[src/rtl/if_stage_if.sv]
// Instruction-memory request/response bundle between the fetch stage (master) and memory (slave).
interface if_stage_if;
  logic        imem_req;
  logic [31:0] imem_addr;
  logic        imem_ack;
  logic [31:0] imem_rdata;

  modport master (output imem_req, imem_addr, input imem_ack, imem_rdata);
  modport slave  (input imem_req, imem_addr, output imem_ack, imem_rdata);
endinterface

[src/rtl/if_stage.sv]
// Instruction fetch: one request in flight, registered output buffer to ID; a word lands one edge after ack.
// ID stalls block new requests only; `IF_PREFETCH_EN adds a one-entry prefetch filled while ID is stalled.
module if_stage #(
  parameter logic [31:0] RESET_PC = 32'h0000_0000
) (
  input  logic        clk,
  input  logic        rst,
  input  logic        id_wpcir,
  input  logic        jmp_stall,
  input  logic        cu_branch,
  input  logic [31:0] nid_pc,
  if_stage_if.master  imem,
  output logic [31:0] if_inst,
  output logic [31:0] if_pc4,
  output logic [3:0]  IF_ins_type,
  output logic [3:0]  IF_ins_number
);
  typedef enum logic [1:0] {IDLE, FETCH, HOLD, DISCARD} state_t;

  state_t      state;
  logic [31:0] pc;
  logic [31:0] addr_q;
  logic        req_q;
  logic        ivalid;
  logic        advance;
`ifdef IF_PREFETCH_EN
  logic [31:0] pf_word;
  logic        pf_vld;
`endif

  assign advance        = !id_wpcir && !jmp_stall;
  assign imem.imem_req  = req_q;
  assign imem.imem_addr = addr_q;

  function automatic logic [3:0] ins_type(input logic [31:0] w);
    case (w[31:26])
      6'b000000:            ins_type = 4'd1;
      6'b100011:            ins_type = 4'd3;
      6'b101011:            ins_type = 4'd4;
      6'b000100, 6'b000101: ins_type = 4'd5;
      6'b000010, 6'b000011: ins_type = 4'd6;
      default:              ins_type = 4'd2;
    endcase
  endfunction

  // A request is only issued while the output buffer is empty (or draining),
  // so a returning word always has somewhere to land.
  always_ff @(posedge clk) begin
    if (!rst) begin
      state         <= IDLE;
      pc            <= RESET_PC;
      ivalid        <= 1'b0;
      if_inst       <= 32'h0;
      if_pc4        <= 32'h0;
      IF_ins_type   <= 4'h0;
      IF_ins_number <= 4'h0;
      req_q         <= 1'b0;
      addr_q        <= RESET_PC;
`ifdef IF_PREFETCH_EN
      pf_word       <= 32'h0;
      pf_vld        <= 1'b0;
`endif
    end else if (cu_branch) begin
      pc          <= nid_pc;
      ivalid      <= 1'b0;
      if_inst     <= 32'h0;
      IF_ins_type <= 4'h0;
`ifdef IF_PREFETCH_EN
      pf_vld      <= 1'b0;
`endif
      // An unanswered request must complete on the bus; its data is dropped in DISCARD.
      if (req_q && !imem.imem_ack) begin
        state <= DISCARD;
      end else begin
        state  <= FETCH;
        req_q  <= 1'b1;
        addr_q <= nid_pc;
      end
    end else begin
      case (state)
        IDLE: begin
          state  <= FETCH;
          req_q  <= 1'b1;
          addr_q <= pc;
        end
        FETCH: begin
          if (req_q) begin
            if (imem.imem_ack) begin
              ivalid        <= 1'b1;
              if_inst       <= imem.imem_rdata;
              if_pc4        <= pc + 32'd4;
              IF_ins_type   <= ins_type(imem.imem_rdata);
              IF_ins_number <= IF_ins_number + 4'd1;
              pc            <= pc + 32'd4;
              req_q         <= 1'b0;
            end
          end else if (ivalid && !advance) begin
            state <= HOLD;
`ifdef IF_PREFETCH_EN
            req_q  <= 1'b1;
            addr_q <= pc;
`endif
          end else begin
            ivalid      <= 1'b0;
            if_inst     <= 32'h0;
            IF_ins_type <= 4'h0;
            req_q       <= 1'b1;
            addr_q      <= pc;
          end
        end
        HOLD: begin
`ifdef IF_PREFETCH_EN
          if (req_q && imem.imem_ack) begin
            pc    <= pc + 32'd4;
            req_q <= 1'b0;
            if (advance) begin
              state         <= FETCH;
              if_inst       <= imem.imem_rdata;
              if_pc4        <= pc + 32'd4;
              IF_ins_type   <= ins_type(imem.imem_rdata);
              IF_ins_number <= IF_ins_number + 4'd1;
            end else begin
              pf_word <= imem.imem_rdata;
              pf_vld  <= 1'b1;
            end
          end else if (advance) begin
            state <= FETCH;
            if (pf_vld) begin
              // pc already points past the prefetched word
              if_inst       <= pf_word;
              if_pc4        <= pc;
              IF_ins_type   <= ins_type(pf_word);
              IF_ins_number <= IF_ins_number + 4'd1;
              pf_vld        <= 1'b0;
            end else begin
              ivalid      <= 1'b0;
              if_inst     <= 32'h0;
              IF_ins_type <= 4'h0;
              if (!req_q) begin
                req_q  <= 1'b1;
                addr_q <= pc;
              end
            end
          end
`else
          if (advance) begin
            state       <= FETCH;
            ivalid      <= 1'b0;
            if_inst     <= 32'h0;
            IF_ins_type <= 4'h0;
            req_q       <= 1'b1;
            addr_q      <= pc;
          end
`endif
        end
        DISCARD: begin
          if (imem.imem_ack) begin
            state  <= FETCH;
            req_q  <= 1'b1;
            addr_q <= pc;
          end
        end
        default: state <= IDLE;
      endcase
    end
  end
endmodule

[src/flat_wrapper.sv]
// flat-port wrapper written by rule: the top's interface ports become plain ports
module if_stage_flat 
#(
  parameter logic [31:0] RESET_PC = 32'h0000_0000
)
  (clk, rst, id_wpcir, jmp_stall, cu_branch, nid_pc, if_inst, if_pc4, IF_ins_type, IF_ins_number, imem_imem_req, imem_imem_addr, imem_imem_ack, imem_imem_rdata);
  if_stage_if imem_i ();
  input  logic clk;
  input  logic rst;
  input  logic id_wpcir;
  input  logic jmp_stall;
  input  logic cu_branch;
  input  logic [31:0] nid_pc;
  output logic [31:0] if_inst;
  output logic [31:0] if_pc4;
  output logic [3:0] IF_ins_type;
  output logic [3:0] IF_ins_number;
  output wire logic [$bits(imem_i.imem_req)-1:0] imem_imem_req;
  output wire logic [$bits(imem_i.imem_addr)-1:0] imem_imem_addr;
  input wire logic [$bits(imem_i.imem_ack)-1:0] imem_imem_ack;
  input wire logic [$bits(imem_i.imem_rdata)-1:0] imem_imem_rdata;
  assign imem_imem_req = imem_i.imem_req;
  assign imem_imem_addr = imem_i.imem_addr;
  assign imem_i.imem_ack = imem_imem_ack;
  assign imem_i.imem_rdata = imem_imem_rdata;
  if_stage #(.RESET_PC(RESET_PC)) u_core (.clk(clk), .rst(rst), .id_wpcir(id_wpcir), .jmp_stall(jmp_stall), .cu_branch(cu_branch), .nid_pc(nid_pc), .imem(imem_i), .if_inst(if_inst), .if_pc4(if_pc4), .IF_ins_type(IF_ins_type), .IF_ins_number(IF_ins_number));
endmodule
[config.mk]
export PLATFORM = sky130hd
export DESIGN_NAME = if_stage_flat
export DESIGN_NICKNAME = d
export VERILOG_FILES = /design/src/rtl/if_stage_if.sv /design/src/rtl/if_stage.sv /design/src/flat_wrapper.sv
export SDC_FILE = /design/constraint.sdc
export NUM_CORES = 1
export LEC_CHECK = 0
export CORE_ASPECT_RATIO = 1.4
export CORE_UTILIZATION = 48
export DETAILED_ROUTE_END_ITERATION = 7
export GPL_ROUTABILITY_DRIVEN = 0
export PLACE_DENSITY = 0.8
export SETUP_SLACK_MARGIN = 0.15
export SLEW_MARGIN = 5
export SYNTH_ARGS = -nofsm -noshare
export SYNTH_HDL_FRONTEND = slang
export SYNTH_SLANG_ARGS = --single-unit
[constraint.sdc]
create_clock -name clk -period 2.3 [get_ports clk]
set_clock_uncertainty 0.05 [all_clocks]
set_input_delay 0.46 -clock clk [delete_from_list [all_inputs] [get_ports clk]]
set_output_delay 0.46 -clock clk [all_outputs]
set_load 0.03 [all_outputs]
Word-level counts from Yosys, hierarchy flattened
Cells that the tools add are included.

Input port bits: 70. Flip-flop bits (word level): 140. Output and inout port bits: 105.

$add $sub $neg: 2. Bitwise logic cells: 2. Mux-type cells: 41. Equality and inequality tests: 18. Reduce and logical (&&, ||, !) cells: 22.

Operators by type and width (number): two-way mux 32 bit (14); case mux 32 bit (4 select lines) (1); case mux 32 bit (2 select lines) (1); adder 32 x 3 -> 32 bit (second input constant) (1); two-way mux 4 bit (4); case mux 3 bit (5 select lines) (1); == test 6 x 2 -> 1 bit (second input constant) (2); == test 6 x 3 -> 1 bit (second input constant) (2); == test 6 bit (second input constant) (2); two-way mux 2 bit (6); inequality test 3 bit (second input constant) (4); AND reduction 4 bit (3); two-way mux 1 bit (10); inequality test 3 x 2 -> 1 bit (second input constant) (3); case mux 2 bit (4 select lines) (1); case mux 4 bit (2 select lines) (1); nonzero test 2 bit (4); logical NOT 6 bit (1); AND reduction 3 bit (2); OR reduction 2 bit (3); AND reduction 5 bit (1); adder 4 x 1 -> 4 bit (second input constant) (1); == test 2 bit (second input constant) (2); logical NOT 1 bit (4); 8 further kinds (11).

Depth between registers and ports, before layout
Depth in word-level cells: 8. Mapped depth: 9.

Worst setup path after synthesis
OpenSTA, ideal clock, no wires.

Path type: reg-to-reg. Start: register u_core.req_q (netlist: u_core.imem.imem_req). End: register u_core.pc[28]. Required time: 2.134 ns. Period minus slack after synthesis: 1.991 ns. Slack: 0.309 ns. Stages on the path, launching flop included: 8. Data arrival time: 1.825 ns. Path buffers: 2. Path through: dfxtp_1 -> clkbuf_2 -> and3_1 -> buf_4 -> nand3_1 -> nor4b_1 -> xor2_1 -> o211a_1.

Cells in the longest elaborated chain, start to end: 2.

RTL lines: start, declared (line if_stage.sv:23) `logic req_q;`; start signal, assigned (line if_stage.sv:57) `req_q <= 1'b0;`; start signal, assigned (line if_stage.sv:76) `req_q <= 1'b1;`; start signal, assigned (line if_stage.sv:83) `req_q <= 1'b1;`; nonzero test 2 bit (no source line); AND reduction 3 bit (no source line); end signal, assigned (line if_stage.sv:64) `pc <= nid_pc;`; end signal, assigned (line if_stage.sv:94) `pc <= pc + 32'd4;`; end, declared (line if_stage.sv:21) `logic [31:0] pc;`.

Every way passes these cells. A chain may end at the register's enable or synchronous reset.

Final worst setup path
Start: register u_core.pc[9]. End: register u_core.pc[28].

Cells in the longest elaborated chain, start to end: 5.

RTL lines: adder 32 x 3 -> 32 bit (line if_stage.sv:94); two-way mux 32 bit (line if_stage.sv:88) `if (imem.imem_ack) begin`; two-way mux 32 bit (line if_stage.sv:87) `if (req_q) begin`; two-way mux 32 bit (line if_stage.sv:80) `case (state)`; two-way mux 32 bit (line if_stage.sv:63) `end else if (cu_branch) begin`.

Every way passes these cells. The select of a mux whose other input is x is not followed.

==> out/metrics.csv <==
stage,metric,value,unit
outcome,outcome,"complete, but fails checks",
detailed_routing,final WL,17440,um
clock_network,clk buf depth,2,
timing,Final Hold Viols,0,
global_route,first-pass GRT wire length,27920,um
critical_path,R2R cell count,6,
critical_path,startpoint types,register,
die,Die H,136.7,um
timing,fin crit share,0.8978,
finish,register area,2783,um2
critical_path,Critical Path End Type,register,
yosys,Synth Net Count,767,
clock_network,Clock transition at path regs,0.06,ns
global_route,antenna violations before repair,0,
yosys,synth unique cells,47,
global_route,vias in the first global route,5738,
finish,share of layout cells above drive strength 1,0.09259,
place,DPL Wire Length,12280,um
finish,Filler cells,964,
critical_path,CP Data Required Time,2.55,ns
timing,Max Freq,0.4843,GHz
die,DIE WIDTH,98.23,um
yosys,Mean Syn Cell Area,8.992,um2
flow_run,Max Cap Viol,0,
global_route,grt ovf,0,
clock_network,clk_lat worst skew,0.41,ns
place,I/O Buffers,173,
finish,final net count,927,
finish,Area Growth Syn to Fin,41.04,%
critical_path,critical path class,register to register,
clock_network,Clock Sinks,139,
die,die area,13430,um2
detailed_routing,Via density,5.760,
yosys,Syn Inst Count,692,
finish,Finished Core Util,0.7025,
hold_path,hold_sp,u_core.ivalid$_SDFFE_PP0P_,
yosys,"Seq/Total Area, Yosys",0.4472,
critical_path,WP data arrival,2.32,ns
finish,n_diodes,0,
detailed_routing,antenna-violating nets left,0,
yosys,Post-synth ARST share,0,
global_route,Overall Global Routing Usage,0.2628,
timing,Final Max Slew Viols,0,
detailed_routing,DR iter-0 viols,282,
timing,setup violators final,0,
clock_network,hold buffer count at CTS,0,
yosys,#FFs+latches synth,139,
detailed_routing,Pre-antenna DRT Iters,8,
detailed_routing,via count of the routed design,5841,
hold_path,worst hold path type,register to register,
clock_network,TritonCTS clock tree,yes,
yosys,Post-synth EDFFs,0,
die,core area,12490,um2
detailed_routing,Remaining DRCs,17,
clock_network,Num CTS Buffers,17,
critical_path,Crit Path Max Fanout,10,
yosys,Ys Warns,0,
critical_path,critical register-to-register path endpoint,u_core.pc[28]$_SDFFE_PN0P_,
die,Top Ports,175,
die,Initial Util,0.4981,
finish,multi-input logic area,3178,um2
yosys,top_reg_cell synth,dfxtp_1,
power,Leak Pwr,3.414,nW
outcome,failing checks,design-rule violations,
critical_path,Reg2Reg Setup Slack,0.24,ns
power,VDD IR max,0.0004848,V
detailed_routing,drt wl/cell,17.20,um
global_route,largest net degree at the start of global routing,55,
critical_path,r2r startpoint,u_core.pc[9]$_SDFFE_PN0P_,
yosys,Post-Syn Area,6222,um2
timing,RSZ-0062 raised after global routing,false,
hold_path,Hold Path Sink,u_core.ivalid$_SDFFE_PP0P_,
power,PD cells,728.8,nW/um2
timing,Tmin final,2.065,ns
hold_path,Hold Crit Depth,1,
clock_network,H-tree levels,4,
clock_network,root buffer cell,clkbuf_16,
timing,post-route setup TNS,0,ns
die,Rows,48,
cells in the mapped netlist, drive strengths merged, types with 2 or more instances:
| library cell | n | share of area |
|---|---|---|
| nor2 | 37 | 0.023 |
| nand2 | 39 | 0.024 |
| a22oi | 2 | 0.0024 |
| a21o | 3 | 0.0036 |
| and3 | 6 | 0.0060 |
| o21a | 3 | 0.0036 |
| a22o | 35 | 0.049 |
| nor4 | 11 | 0.019 |
| xnor2 | 25 | 0.035 |
| a31oi | 7 | 0.0070 |
| nand2b | 32 | 0.032 |
| o211a | 19 | 0.031 |
| clkbuf | 39 | 0.024 |
| ha | 5 | 0.010 |
| dfxtp | 139 | 0.45 |
| inv | 5 | 0.0030 |
| or2 | 2 | 0.0020 |
| xor2 | 28 | 0.039 |
| buf | 24 | 0.024 |
| nor2b | 5 | 0.0050 |
| and2 | 6 | 0.0060 |
| mux2i | 2 | 0.0032 |
| o311a | 3 | 0.0048 |
| nand3 | 22 | 0.018 |
| o21ai | 86 | 0.069 |
| a211oi | 12 | 0.014 |
| a21oi | 56 | 0.045 |
| nand4 | 17 | 0.024 |
| and4 | 6 | 0.0084 |
| nor3 | 9 | 0.0072 |
flip-flops by register name (all words and copies together) (netlist names):
register	flops
u_core.ivalid	1
u_core.pc	32
u_core.if_pc4	32
u_core.state	2
u_core.IF_ins_number	4
u_core.if_inst	32
u_core.imem.imem_req	1
u_core.IF_ins_type	3
u_core.imem.imem_addr	32
area by class of cell:
cell class,count,share of cell area
Clock buffer,20,0.05090
Clock inverter,11,0.01668
Multi-Input combinational cell,485,0.3621
Tap cell,150,0.02139
Inverter,5,0.002139
Sequential cell,139,0.3171
Timing Repair Buffer,204,0.2297
cells in the final DEF, fill, tap and decap left out, types with 9 or more instances in the layout:
master / instances
xnor2_1: 25
o211a_1: 19
nand4_1: 14
buf_4: 26
clkdlybuf4s50_1: 170
clkbuf_16: 17
a211oi_1: 12
nand2b_1: 32
nand3_1: 21
nand2_1: 39
nor2_1: 35
a22o_1: 35
o21ai_0: 85
nor3_1: 9
dfxtp_1: 139
a21oi_1: 56
xor2_1: 28
worst max-delay path, cell delays in order, from the launching register on:
cell and delay (ns):
dfxtp_1 0.45, and4_1 0.33, buf_4 0.18, nand4_4 0.17
nor4b_1 0.43, xor2_1 0.12, o211a_1 0.22
timing repair:
item | CTS | global route
resized for setup | 1 | 3
setup buffers | 0 | 0
gates cloned | 0 | 0
setup endpoints to repair | 1 | 4
worst max path at each step:
stage	cells after the start	end	startpoint	slack, ns
2_1_floorplan	7	u_core.pc[28]$_SDFFE_PN0P_	u_core.imem.imem_req$_SDFFE_PN0P_	0.31
3_3_place_gp	6	u_core.pc[24]$_SDFFE_PN0P_	imem_imem_ack	-0.08
3_5_place_dp	7	u_core.imem.imem_addr[27]$_SDFFE_PN0P_	imem_imem_ack	-0.12
4_1_cts	6	u_core.pc[24]$_SDFFE_PN0P_	u_core.pc[9]$_SDFFE_PN0P_	0.19
5_1_grt	6	u_core.pc[28]$_SDFFE_PN0P_	u_core.pc[9]$_SDFFE_PN0P_	0.15
6_report	6	u_core.pc[28]$_SDFFE_PN0P_	u_core.pc[9]$_SDFFE_PN0P_	0.24
where the power goes:
part	internal [W]	switching, W
Clock	0.00172	0.00102
Combinational	0.000450	0.000535
Sequential	0.00255	0.000118
logic make-up after synthesis:
logic type | synth area share
AND/OR/NAND/NOR | 0.1796
multiplexers | 0.003218
AO/OA/AOI/OAI | 0.2341
adder cells (fa/ha/maj) | 0.01005
XOR/XNOR | 0.07460
buffers and inverters | 0.05067
flip-flops | 0.4472
other | 0.0006027
stage by stage:
step                power (W)  worst slack, ns  instance area (um2)  cells  hold WS, ns
floorplan            0.003241           0.3090                 6222    692       0.3700
detailed placement   0.003689          -0.1202                 8170    983       0.3932
finish               0.006396           0.2351                 8776   1014       0.4041
global placement     0.003663         -0.08362                 8170    983       0.3805
CTS                  0.006430           0.1949                 8762   1014       0.4043
global route         0.006603           0.1501                 8776   1014       0.4139
per-layer routing:
| metal | vias up | GRT usage | part of all wire |
|---|---|---|---|
| met4 | 0 | 0.1211 | 0.030 |
| met3 | 41 | 0.04648 | 0.059 |
| met1 | 2791 | 0.2968 | 0.39 |
| met2 | 219 | 0.4808 | 0.52 |
| met5 | - | 0 | 0 |
| li1 | 2790 | - | - |
Power figures use the tool's default switching activity.
